<file path="config.mk">
export PLATFORM = sky130hd
export DESIGN_NAME = cache_path_arbiter
export DESIGN_NICKNAME = d
export VERILOG_FILES = /design/src/rtl/cache_ctrl_pkg.sv /design/src/rtl/pulse_sync.sv /design/src/rtl/cache_path_arbiter.sv
export SDC_FILE = /design/constraint.sdc
export NUM_CORES = 1
export LEC_CHECK = 0
export ABC_AREA = 1
export BUFFER_PORTS_ARGS = -buffer_cell sky130_fd_sc_hd__buf_2
export CAP_MARGIN = 20
export CORE_MARGIN = 1.5
export CORE_UTILIZATION = 54
export CTS_CLUSTER_SIZE = 30
export DETAILED_ROUTE_END_ITERATION = 7
export PLACE_DENSITY = 0.74
export RECOVER_POWER = 100
export SLEW_MARGIN = 0
export SYNTH_ARGS = -nofsm -noshare
export SYNTH_HDL_FRONTEND = slang
export SYNTH_SLANG_ARGS = --single-unit
</file>
<file path="constraint.sdc">
create_clock -name clk -period 3.03 [get_ports clk]
set_input_delay 0.303 -clock clk [delete_from_list [all_inputs] [get_ports clk]]
set_output_delay 0.303 -clock clk [all_outputs]
set_load 0.02 [all_outputs]
</file>
<file path="src/rtl/cache_ctrl_pkg.sv">
// cache_ctrl_pkg: shared state encoding, path count and rotate-priority pick for cache arbiters.
package cache_ctrl_pkg;

    localparam int N_PATH = 3;

    typedef enum logic [2:0] {IDLE, SETUP, LAUNCH, WAIT_FIRE, WAIT_DONE} state_t;

    // Index of the first set bit at or after ptr, scanning upward modulo N_PATH.
    function automatic logic [1:0] rr_pick(input logic [N_PATH-1:0] req, input logic [1:0] ptr);
        logic [5:0] dbl;
        logic [2:0] rot;
        logic [1:0] off;
        logic [2:0] sum;
        dbl = {req, req} >> ptr;
        rot = dbl[2:0];
        off = rot[0] ? 2'd0 : rot[1] ? 2'd1 : 2'd2;
        sum = {1'b0, ptr} + {1'b0, off};
        return (sum >= 3'd3) ? 2'(sum - 3'd3) : sum[1:0];
    endfunction

endpackage

</file>
<file path="src/rtl/pulse_sync.sv">
// pulse_sync: 2-FF synchronizer with rising-edge detector producing a one-cycle pulse.
module pulse_sync (
    input  logic clk,
    input  logic rst,
    input  logic i_async,
    output logic o_pulse
);

    logic [2:0] sync;

    always_ff @(posedge clk) begin
        if (rst) sync <= '0;
        else     sync <= {sync[1:0], i_async};
    end

    assign o_pulse = sync[1] & ~sync[2];

endmodule

</file>
<file path="src/rtl/cache_path_arbiter.sv">
// cache_path_arbiter: round-robin grant of three requesters and token launch sequencing
// towards the click-based selector, completing on async fire/free-next events.
module cache_path_arbiter
    import cache_ctrl_pkg::*;
#(
    parameter int SETUP_CYC = 2,
    parameter int TIMEOUT   = 255,
    parameter int CNT_W     = 16
) (
    input  logic              clk,
    input  logic              rst,
    input  logic [N_PATH-1:0] i_req,
    output logic [N_PATH-1:0] o_gnt,
    output logic [N_PATH-1:0] o_valid,
    output logic              o_drive,
    input  logic              i_fire,
    input  logic              i_free,
    output logic [N_PATH-1:0] o_ack,
    output logic              o_err,
    output logic              o_busy
);

    localparam logic [CNT_W-1:0] SETUP_LAST = CNT_W'(SETUP_CYC - 1);
    localparam logic [CNT_W-1:0] TO_LAST    = CNT_W'(TIMEOUT);

    state_t            state;
    logic [CNT_W-1:0]  cnt;
    logic [1:0]        ptr;
    logic [1:0]        gi;
    logic [1:0]        pick;
    logic [1:0]        ptr_nxt;
    logic              fire_p;
    logic              free_p;
    logic              done;
    logic              abort;

    pulse_sync u_fire (.clk(clk), .rst(rst), .i_async(i_fire), .o_pulse(fire_p));
    pulse_sync u_free (.clk(clk), .rst(rst), .i_async(i_free), .o_pulse(free_p));

    assign pick    = rr_pick(i_req, ptr);
    assign ptr_nxt = (gi == 2'd2) ? 2'd0 : gi + 2'd1;
    // Simultaneous fire and free in WAIT_FIRE completes without visiting WAIT_DONE.
    assign done    = free_p && (state == WAIT_DONE || (state == WAIT_FIRE && fire_p));
    assign abort   = cnt == TO_LAST && ((state == WAIT_FIRE && !fire_p) || (state == WAIT_DONE && !free_p));

    always_ff @(posedge clk) begin
        if (rst) begin
            state   <= IDLE;
            cnt     <= '0;
            ptr     <= 2'd0;
            gi      <= 2'd0;
            o_gnt   <= '0;
            o_valid <= '0;
            o_ack   <= '0;
            o_drive <= 1'b0;
            o_err   <= 1'b0;
            o_busy  <= 1'b0;
        end else begin
            o_ack <= done ? o_gnt : '0;
            o_err <= abort;
            cnt   <= (cnt == '1) ? cnt : cnt + 1'b1;
            if (done || abort) begin
                state   <= IDLE;
                ptr     <= ptr_nxt;
                o_gnt   <= '0;
                o_valid <= '0;
                o_drive <= 1'b0;
                o_busy  <= 1'b0;
            end else begin
                case (state)
                    IDLE: if (|i_req) begin
                        state   <= SETUP;
                        gi      <= pick;
                        o_gnt   <= 3'b001 << pick;
                        o_valid <= 3'b001 << pick;
                        o_busy  <= 1'b1;
                        cnt     <= '0;
                    end
                    SETUP: if (cnt == SETUP_LAST) begin
                        state   <= LAUNCH;
                        o_drive <= 1'b1;
                    end
                    LAUNCH: begin
                        state <= WAIT_FIRE;
                        cnt   <= '0;
                    end
                    WAIT_FIRE: if (fire_p) begin
                        state   <= WAIT_DONE;
                        o_drive <= 1'b0;
                        cnt     <= '0;
                    end
                    default: ;
                endcase
            end
        end
    end

endmodule

</file>
-- Word-level counts from Yosys, hierarchy flattened
Index checks and enable logic that the tools add are counted.
- $add $sub $neg: 4
- $lt $le $gt $ge: 1
- reductions and logical operators: 20
- equal/unequal tests: 11
- muxes and demuxes: 16
- shifts and indexed selects: 2
- bitwise operators: 6
- operator list (operator ; number):
    two-way mux 16 bit ; 4
    one-hot mux 16 bit (3 select lines) ; 1
    adder 16 x 1 -> 16 bit, second input constant ; 1
    equality test 16 x 1 -> 1 bit, second input constant ; 1
    equality test 16 bit, second input constant ; 1
    equality test 16 x 8 -> 1 bit, second input constant ; 1
    one-hot mux 3 bit (4 select lines) ; 1
    two-way mux 3 bit ; 3
    two-way mux 2 bit ; 4
    equality test 3 x 2 -> 1 bit, second input constant ; 2
    inequality test 2 bit, second input constant ; 3
    AND reduction 3 bit ; 2
    >> shifter 6 x 2 -> 2 bit ; 1
    logical AND 1 bit ; 5
    NOT 1 bit ; 4
    AND reduction 4 bit ; 1
    nonzero test 4 bit ; 1
    OR reduction 2 bit ; 2
    adder 2 x 2 -> 3 bit ; 1
    equality test 3 x 1 -> 1 bit, second input constant ; 1
    equality test 3 bit, second input constant ; 1
    greater-or-equal comparator 3 x 2 -> 1 bit, second input constant ; 1
    logical NOT 3 bit ; 1
    logical OR 1 bit ; 3
    other kinds (11) ; 14
- bits of input ports: 7
- logic and storage cells: 71
- register bits: 38
- output and inout port bits: 12

-- Depth between registers and ports, before layout
Gate-level depths: netlist (run 1).
- depth in word-level cells: 9
- depth in mapped cells: 18
- depth with buffers taken out: 18

-- Hierarchy
A second synthesis (run 1) with hierarchy kept.
- cells, all modules: 290
- area, all modules: 2103.3 µm²
- by module, submodules not included (module ; area each (µm²) ; sequential area each (µm²) ; instances ; cells each):
    cache_path_arbiter ; 1930.6 ; 640.6 ; 1 ; 270
    pulse_sync ; 86.3 ; 60.1 ; 2 ; 10

-- Least setup slack after synthesis (run 1)
OpenSTA, ideal clock, no wires.
- path kind: reg2reg
- start: reg ptr[0]
- end: reg o_valid[0]
- path slack: 0.695 ns
- data required time: 2.912 ns
- data arrival time: 2.217 ns
- path buffers: 0
- clock period less this slack: 2.335 ns
- library setup time: 0.118 ns
- stages on the path, launching flop included: 18
- path through: dfxtp_1 -> nand2_1 -> o21ai_0 -> o21ai_0 -> nor2_1 -> ha_1 -> inv_1 -> fa_1 -> inv_1 -> ha_1 -> inv_1 -> nand2_1 -> o21ai_0 -> nand2_1 -> nand2_1 -> o21ai_0 -> nand2_1 -> nor2_1
- cells in the longest elaborated chain, start to end: 7
- elaborated cells on any way between the ends: 8
- classes of those cells: 2 x add/sub; 1 x order compare; 2 x shift; 3 x mux
- RTL lines (element ; RTL line ; RTL):
    start, declared ; cache_path_arbiter.sv:28 ; logic [1:0] ptr;
    start signal, assigned ; cache_path_arbiter.sv:64 ; ptr <= ptr_nxt;
    >> shifter 6 x 2 -> 2 bit ; cache_ctrl_pkg.sv:14 ; dbl = {req, req} >> ptr;
    two-way mux 2 bit (2 in a row) ; cache_ctrl_pkg.sv:16 ; off = rot[0] ? 2'd0 : rot[1] ? 2'd1 : 2'd2;
    adder 2 x 2 -> 3 bit (*) ; cache_ctrl_pkg.sv:17 ; sum = {1'b0, ptr} + {1'b0, off};
    greater-or-equal comparator 3 x 2 -> 1 bit or subtractor 2 bit (tied branches) ; cache_ctrl_pkg.sv:18 ; return (sum >= 3'd3) ? 2'(sum - 3'd3) : sum[1:0];
    two-way mux 2 bit (*) ; cache_ctrl_pkg.sv:18 ;
    << shifter 1 x 2 -> 3 bit (*) ; cache_path_arbiter.sv:75 ; o_valid <= 3'b001 << pick;
    end signal, assigned ; cache_path_arbiter.sv:75 ;
    end, declared ; cache_path_arbiter.sv:14 ; output logic [N_PATH-1:0] o_valid,
Every way passes the cells marked *; elsewhere a longest branch is shown, timed or not.
A chain may end at the register's enable or synchronous reset.

-- Worst setup path in the final report (run 1)
- start: reg ptr[0]
- end: reg o_valid[2]
Same word-level chain as after synthesis.

==> results of run 1 <==
[registers in the layout, summed over array words and instances, names as in the netlist]
register and cells:
u_free.sync 3, cnt 16, ptr 2, o_err 1, state 3, o_ack 3, o_valid 3, u_fire.sync 3
gi 2, o_busy 1, o_drive 1
[cell type report]
cell class	instances	area (um^2)	area share (%)
Tap cell	48	60.1	2.75
Timing Repair Buffer	18	73.8	3.38
Inverter	41	155	7.09
Sequential cell	38	762	34.8
Clock inverter	2	12.5	0.572
Multi-Input combinational cell	210	1040	47.6
Clock buffer	6	82.6	3.78
[worst max-delay path: cells and delay by family, from the launching register on]
family | cells | cell delay [ps]
AO/OA/AOI/OAI | 4 | 690
buffers and inverters | 3 | 170
flip-flops | 1 | 360
AND/OR/NAND/NOR | 4 | 390
adder cells (fa/ha/maj) | 3 | 840
[report_power, final]
group / switching, W / total [W] / internal [W] / leakage, nW
combinational: 0.000235 / 0.000344 / 0.000109 / 0.575
sequential: 0.0000395 / 0.000585 / 0.000546 / 0.309
clock: 0.000181 / 0.000364 / 0.000183 / 0.0472
total: 0.000455 / 0.00129 / 0.000837 / 0.932
[stage by stage]
stage	worst slack (ps)	std cells	total power, W
3_3_place_gp	528	355	0.000953
4_1_cts	419	363	0.00132
2_1_floorplan	695	294	0.000895
5_1_grt	73.1	363	0.00139
6_report	470	363	0.00129
3_5_place_dp	419	355	0.000957
[synthesized netlist by cell type, drive strengths merged]
cell     n  area share [%]
a21oi   18             4.5
ha       4             2.5
or2      5             1.5
o211ai   2            0.74
nor2    65              14
buf      4             1.7
nand2   70              14
nand4    5             1.5
fa       1            0.99
o21bai   3             1.1
xnor2    3             1.3
o21ai   11             2.7
clkbuf   1            0.19
nand3   16             5.3
dfxtp   38              38
nor3     4             1.2
clkinv   1            0.25
nand3b   3             1.1
inv     40             7.4
[logic make-up after synthesis]
| logic type | count (synthesis) |
|---|---|
| xor gates and xnor gates | 3 |
| buffers and inverters | 46 |
| AOI/OAI and AO/OA | 34 |
| adders and majority gates | 5 |
| DFF | 38 |
| and+or+nand+nor | 168 |
[metal layers]
layer / wire length, um / part of all wire (%) / track usage (%) / up-vias
met5: 0 / 0 / 0 / -
met4: 51 / 1.4 / 7.18 / 0
met3: 126 / 3.4 / 4.75 / 5
met2: 1580 / 43 / 31.3 / 24
met1: 1960 / 53 / 27.6 / 748
li1: - / - / - / 955
[worst min-delay path by stage]
stage / startpoint / endpoint / slack (ps)
6_report: i_free / u_free.sync[0]$_SDFF_PP0_ / 220
5_1_grt: i_free / u_free.sync[0]$_SDFF_PP0_ / 220
4_1_cts: i_free / u_free.sync[0]$_SDFF_PP0_ / 210
3_5_place_dp: u_fire.sync[0]$_SDFF_PP0_ / u_fire.sync[1]$_SDFF_PP0_ / 390
3_3_place_gp: u_fire.sync[0]$_SDFF_PP0_ / u_fire.sync[1]$_SDFF_PP0_ / 390
2_1_floorplan: u_fire.sync[0]$_SDFF_PP0_ / u_fire.sync[1]$_SDFF_PP0_ / 390
==> out/results.tsv, run 1 <==
metric	value	unit
Adder-Cell Fraction of Synth Area	3.46	%
die area	4130	um^2
Fillers	364	
row cnt	22	
maximum vdd drop	0.394	mV
f_max	0.391	GHz
hold_ws	216	ps
Max stage delay on crit path	520	ps
hold buffer count at cts	0	
WL final	3720	um
CTS sink cnt	38	
Final TNS setup	0	ps
largest family of logic cells by synthesized area	simple AND/OR/NAND/NOR gates	
Tmin final	2560	ps
FF-to-FF Start	ptr[0]$_SDFFE_PP0P_	
Routability Congestion	0.782	
Antenna Violating Nets Remaining	0	
fin crit share	84.5	%
Synth Area in Compound Gates	9.02	%
Final Hold Vio Count	0	
r2r setup slk	470	ps
Mapped Cells	294	
Slowest-stage cell, CP	fa_1	
Area after DPL	2140	um^2
MaxCap Viol Count	0	
IO Count	19	
Overflow after GRT	0	
first-pass GRT wire length	6560	um
GRT Overall Usage	20.2	%
antenna violations before repair	0	
post-synthesis mux area share	0	%
most common cell after layout, fill and taps aside	nand2_1	
CP cell instances	o21ai_0 -> o21ai_0 -> nor2_1 -> ha_1 -> inv_1 -> fa_1 -> inv_1 -> ha_1 -> inv_1 -> nand3_1 -> o21ai_0 -> nand2_1 -> o211ai_1 -> nor2_1	
port bufs	18	
Yosys reg bits	38	
Die Span Y	64.2	um
Num CTS Buffers	5	
share of cells above drive strength 1	13.7	%
synthesized area	2020	um^2
RSZ-0062 raised after global routing	false	
crit path from	ptr[0]$_SDFFE_PP0P_	
Via density	4.77	
crit end category	register	
Post-Route Utilization	60.2	%
pin count of the biggest net entering global routing	17	
post-synthesis xor/xnor area fraction	1.30	%
Worst-Margin Slew	788	ps
DIE WIDTH	64.2	um
most frequent cells in the layout	66 x nand2_1, 51 x nor2_1, 38 x inv_1, 37 x dfxtp_1, 18 x a21oi_1	
TritonCTS clock tree	done	
Starting Density	55.7	%
routed vias	1732	
Slew Limit Fails	0	
post-synthesis sequential area ratio	37.6	%
worst clock skew	9.26	ps
Initial DRC Count	65	
DR DRC count	0	
R2R cell count	14	
status	complete, no violations	
post-DP HPWL	2800	um
vias in the first global route	1544	
Pwr Density	591	nW/um^2
Max clock buf depth	2	
Net Count, Synth	306	
WL/cell	10.2	um
Worst slew margin	47.4	%
nets	326	
ANT cells	0	
DRT Pass-1 Iters	5	
Final Setup Violations	0	
r2r endpoint	o_valid[2]$_SDFFE_PP0P_	
Hold Path Stages	3	
synth warn	0	
Synth cell types	28	
CTS root buf	clkbuf_8	
Clk Latency, worst-skew pair	290	ps
Post-CTS Setup Inserts	0	
CP Max Fanout	8	
HP Class	in -> reg	
final instance area	2190	um^2
CP required	3200	ps
crit path DAT	2730	ps
Avg Cell Area, Syn	6.89	um^2
cell leakage power	0.932	nW
Area Growth Syn to Fin	8.03	%
Core Box Area	3630	um^2
Worst setup SP type	register	
Synth Area in Simple Gates	39.1	%
Worst-path clk slew	80	ps
WS Path Type	reg -> reg	
# H-tree levels	2	
worst setup path end	o_valid[2]$_SDFFE_PP0P_	
post_cts resized	0	
(Power assumes the default switching activity.)
==> inputs of run 2 (changes only) <==
Settings changed: ABC_AREA 1 to 0, CORE_UTILIZATION 54 to 52.
Clock period 3.03 ns to 2.16 ns, I/O delays scaled along.
==> out/results.tsv, run 2 <==
metric	value	unit	change
WL/cell	13.3	um	+30%
crit end category	register		
Synth Area in Simple Gates	32.2	%	-6.9 points
WS Path Type	reg -> reg		
fin cells	304		-16%
Via density	5.81		+22%
main area contributors after synthesis	dfxtp_1 38%, nor2_1 4.7%, a211oi_2 3.8%, nor2b_1 3.5%, nand2b_1 3.1%		
Mapped Cells	222		-24%
cell leakage power	0.868	nW	-6.8%
FF-to-FF Start	ptr[1]$_SDFFE_PP0P_		
max reg flops	16		unchanged
share of cells above drive strength 1	21.5	%	+7.8 points
final worst setup slack	-407	ps	-877 ps
most frequent cells in the layout	37 x dfxtp_1, 23 x nor2_1, 15 x buf_4, 14 x clkbuf_1, 11 x nor2b_1		
Post-Route Utilization	64.9	%	+4.7 points
Pwr Density	675	nW/um^2	+14%
vias in the first global route	1441		-6.7%
post-DP HPWL	2770	um	-1.0%
maximum vdd drop	0.387	mV	-1.9%
Adder-Cell Fraction of Synth Area	3.51	%	+0.052 points
IO Count	19		unchanged
top cells by count, synth	38 x dfxtp_1, 25 x nor2_1, 11 x nor2b_1, 10 x nand2b_1, 10 x nand4_1		
CTS root buf	clkbuf_8		
r2r setup slk	-410	ps	-880 ps
ANT cells	0		unchanged
Area Growth Syn to Fin	19.1	%	
Initial DRC Count	108		+66%
RSZ-0062 raised after global routing	true		
TritonCTS clock tree	done		
Hold Crit Start	i_free		
ys async rst share	0	%	unchanged
fin crit share	119	%	+34 points
Routability Congestion	0.827		+5.7%
WL final	4050	um	+9.1%
synthesized area	1990	um^2	-1.5%
GRT Overall Usage	20.0	%	-0.20 points
Top FF cell, synth	dfxtp_1		
r2r endpoint	o_valid[0]$_SDFFE_PP0P_		
Antenna Violating Nets Remaining	0		unchanged
nets	267		-18%
DRT Pass-1 Iters	4		-1
Yosys reg bits	38		unchanged
Area after DPL	2230	um^2	+4.4%
Synth Area in Compound Gates	17.9	%	+8.9 points
status	complete, but fails checks		
Worst slew margin	56.5	%	+9.2 points
port bufs	18		unchanged
final instance area	2380	um^2	+8.6%
DIE WIDTH	64.9	um	+1.1%
die area	4220	um^2	+2.2%
MaxCap Viol Count	0		unchanged
Overflow after GRT	0		unchanged
Final Hold Vio Count	0		unchanged
Core Box Area	3660	um^2	+0.76%
Net Count, Synth	234		-24%
Hold Path End	u_free.sync[0]$_SDFF_PP0_		
Synth cell types	53		+89%
row cnt	22		unchanged
HP Class	in -> reg		
Slew Limit Fails	0		unchanged
most common cell after layout, fill and taps aside	dfxtp_1		
Yosys top cell by area	dfxtp_1		
Worst-Margin Slew	652	ps	-136 ps
post-synthesis xor/xnor area fraction	0.878	%	-0.42 points
# H-tree levels	2		unchanged
first-pass GRT wire length	6660	um	+1.6%
Worst-path clk slew	80	ps	about the same
Tmin final	2570	ps	+7.11 ps
synth warn	0		unchanged
CP Max Fanout	7		-1
Worst setup SP type	register		
failing checks	setup timing		
R2R cell count	12		-2
pin count of the biggest net entering global routing	17		unchanged
CP required	2380	ps	-820 ps
dpl cells	294		-17%
Num CTS Buffers	5		unchanged
Clk Latency, worst-skew pair	290	ps	about the same
CTS sink cnt	38		unchanged
DR DRC count	0		unchanged
Hold Path Stages	2		-1
Max clock buf depth	2		unchanged
Top reg by flops	cnt		
Avg Cell Area, Syn	8.98	um^2	+30%
routed vias	1765		+1.9%
worst clock skew	6.34	ps	-2.92 ps
crit path DAT	2790	ps	+60 ps
antenna violations before repair	0		unchanged
share of the synthesized area in the top cell type	38.1	%	+0.57 points
DP Worst Slack	-426	ps	-845 ps
post-synthesis sequential area ratio	38.1	%	+0.57 points
number of synthesized flops with an enable pin	0		unchanged
Starting Density	54.5	%	-1.2 points
most common cell in the netlist	dfxtp_1		
Final Setup Violations	5		+5
post-synthesis mux area share	2.89	%	+2.9 points
Die Span Y	64.9	um	+1.1%
f_max	0.390	GHz	-0.28%
largest family of logic cells by synthesized area	simple AND/OR/NAND/NOR gates		
hold buffer count at cts	0		unchanged
run 2: power by group:
part	internal (W)	leakage, nW	switching, W
clock network	0.000416	0.0665	0.000262
registers	0.000722	0.310	0.0000215
logic	0.0000838	0.492	0.0000997
run 2: how the worst max path moves through the flow:
| stage | to | from |
|---|---|---|
| floorplan | o_valid[0]$_SDFFE_PP0P_ | ptr[1]$_SDFFE_PP0P_ |
| global placement | o_valid[0]$_SDFFE_PP0P_ | i_req[0] |
| detailed placement | o_valid[0]$_SDFFE_PP0P_ | i_req[0] |
| CTS | o_valid[0]$_SDFFE_PP0P_ | ptr[1]$_SDFFE_PP0P_ |
| global route | o_valid[0]$_SDFFE_PP0P_ | ptr[1]$_SDFFE_PP0P_ |
| finish | o_valid[0]$_SDFFE_PP0P_ | ptr[1]$_SDFFE_PP0P_ |
run 2: logic make-up after synthesis:
logic type,Yosys count
flip-flops,38
buffers and inverters,17
AO/OA/AOI/OAI,43
AND/OR/NAND/NOR,112
adder cells (fa/ha/maj),5
multiplexers,5
XOR/XNOR,2
run 2: repair_timing:
action | in CTS | in global routing
resized for setup | 1 | 10
pin swaps | 2 | 11
setup buffers | 1 | 2
setup endpoints to repair | 5 | 5
run 2: stage by stage:
stage	hold slack, ps	power, W	setup TNS, ps
final	128	0.00160	-1280
after global routing	123	0.00167	-1840
after CTS	129	0.00162	-1170
after detailed placement	434	0.000937	-1360
after global placement	418	0.000934	-1220
after floorplan	344	0.000882	-305
run 2: critical path, stage by stage, from the launching register on:
cell and delay [ps]:
dfxtp_4 400, nand2_2 80, o22ai_2 120, mux2_4 180
ha_4 110, inv_2 30, fa_1 540, inv_2 60
ha_4 150, nand2b_4 130, or2_4 230, mux2_4 300
a211oi_2 160
run 2: metal layers:
metal / up-vias / global-route usage [%] / part of all wire (%)
li1: 896 / - / -
met1: 821 / 30.2 / 51
met2: 42 / 28.0 / 43
met3: 6 / 3.82 / 4.7
met4: 0 / 7.18 / 1.4
met5: - / 0 / 0
run 2: final cells by class:
| class | instances | area (um^2) |
|---|---|---|
| Tap cell | 48 | 60.1 |
| Sequential cell | 38 | 764 |
| Timing Repair Buffer | 35 | 201 |
| Inverter | 8 | 30.0 |
| Multi-Input combinational cell | 167 | 1190 |
| Fill cell | 326 | 1280 |
| Clock inverter | 2 | 38.8 |
| Clock buffer | 6 | 93.8 |
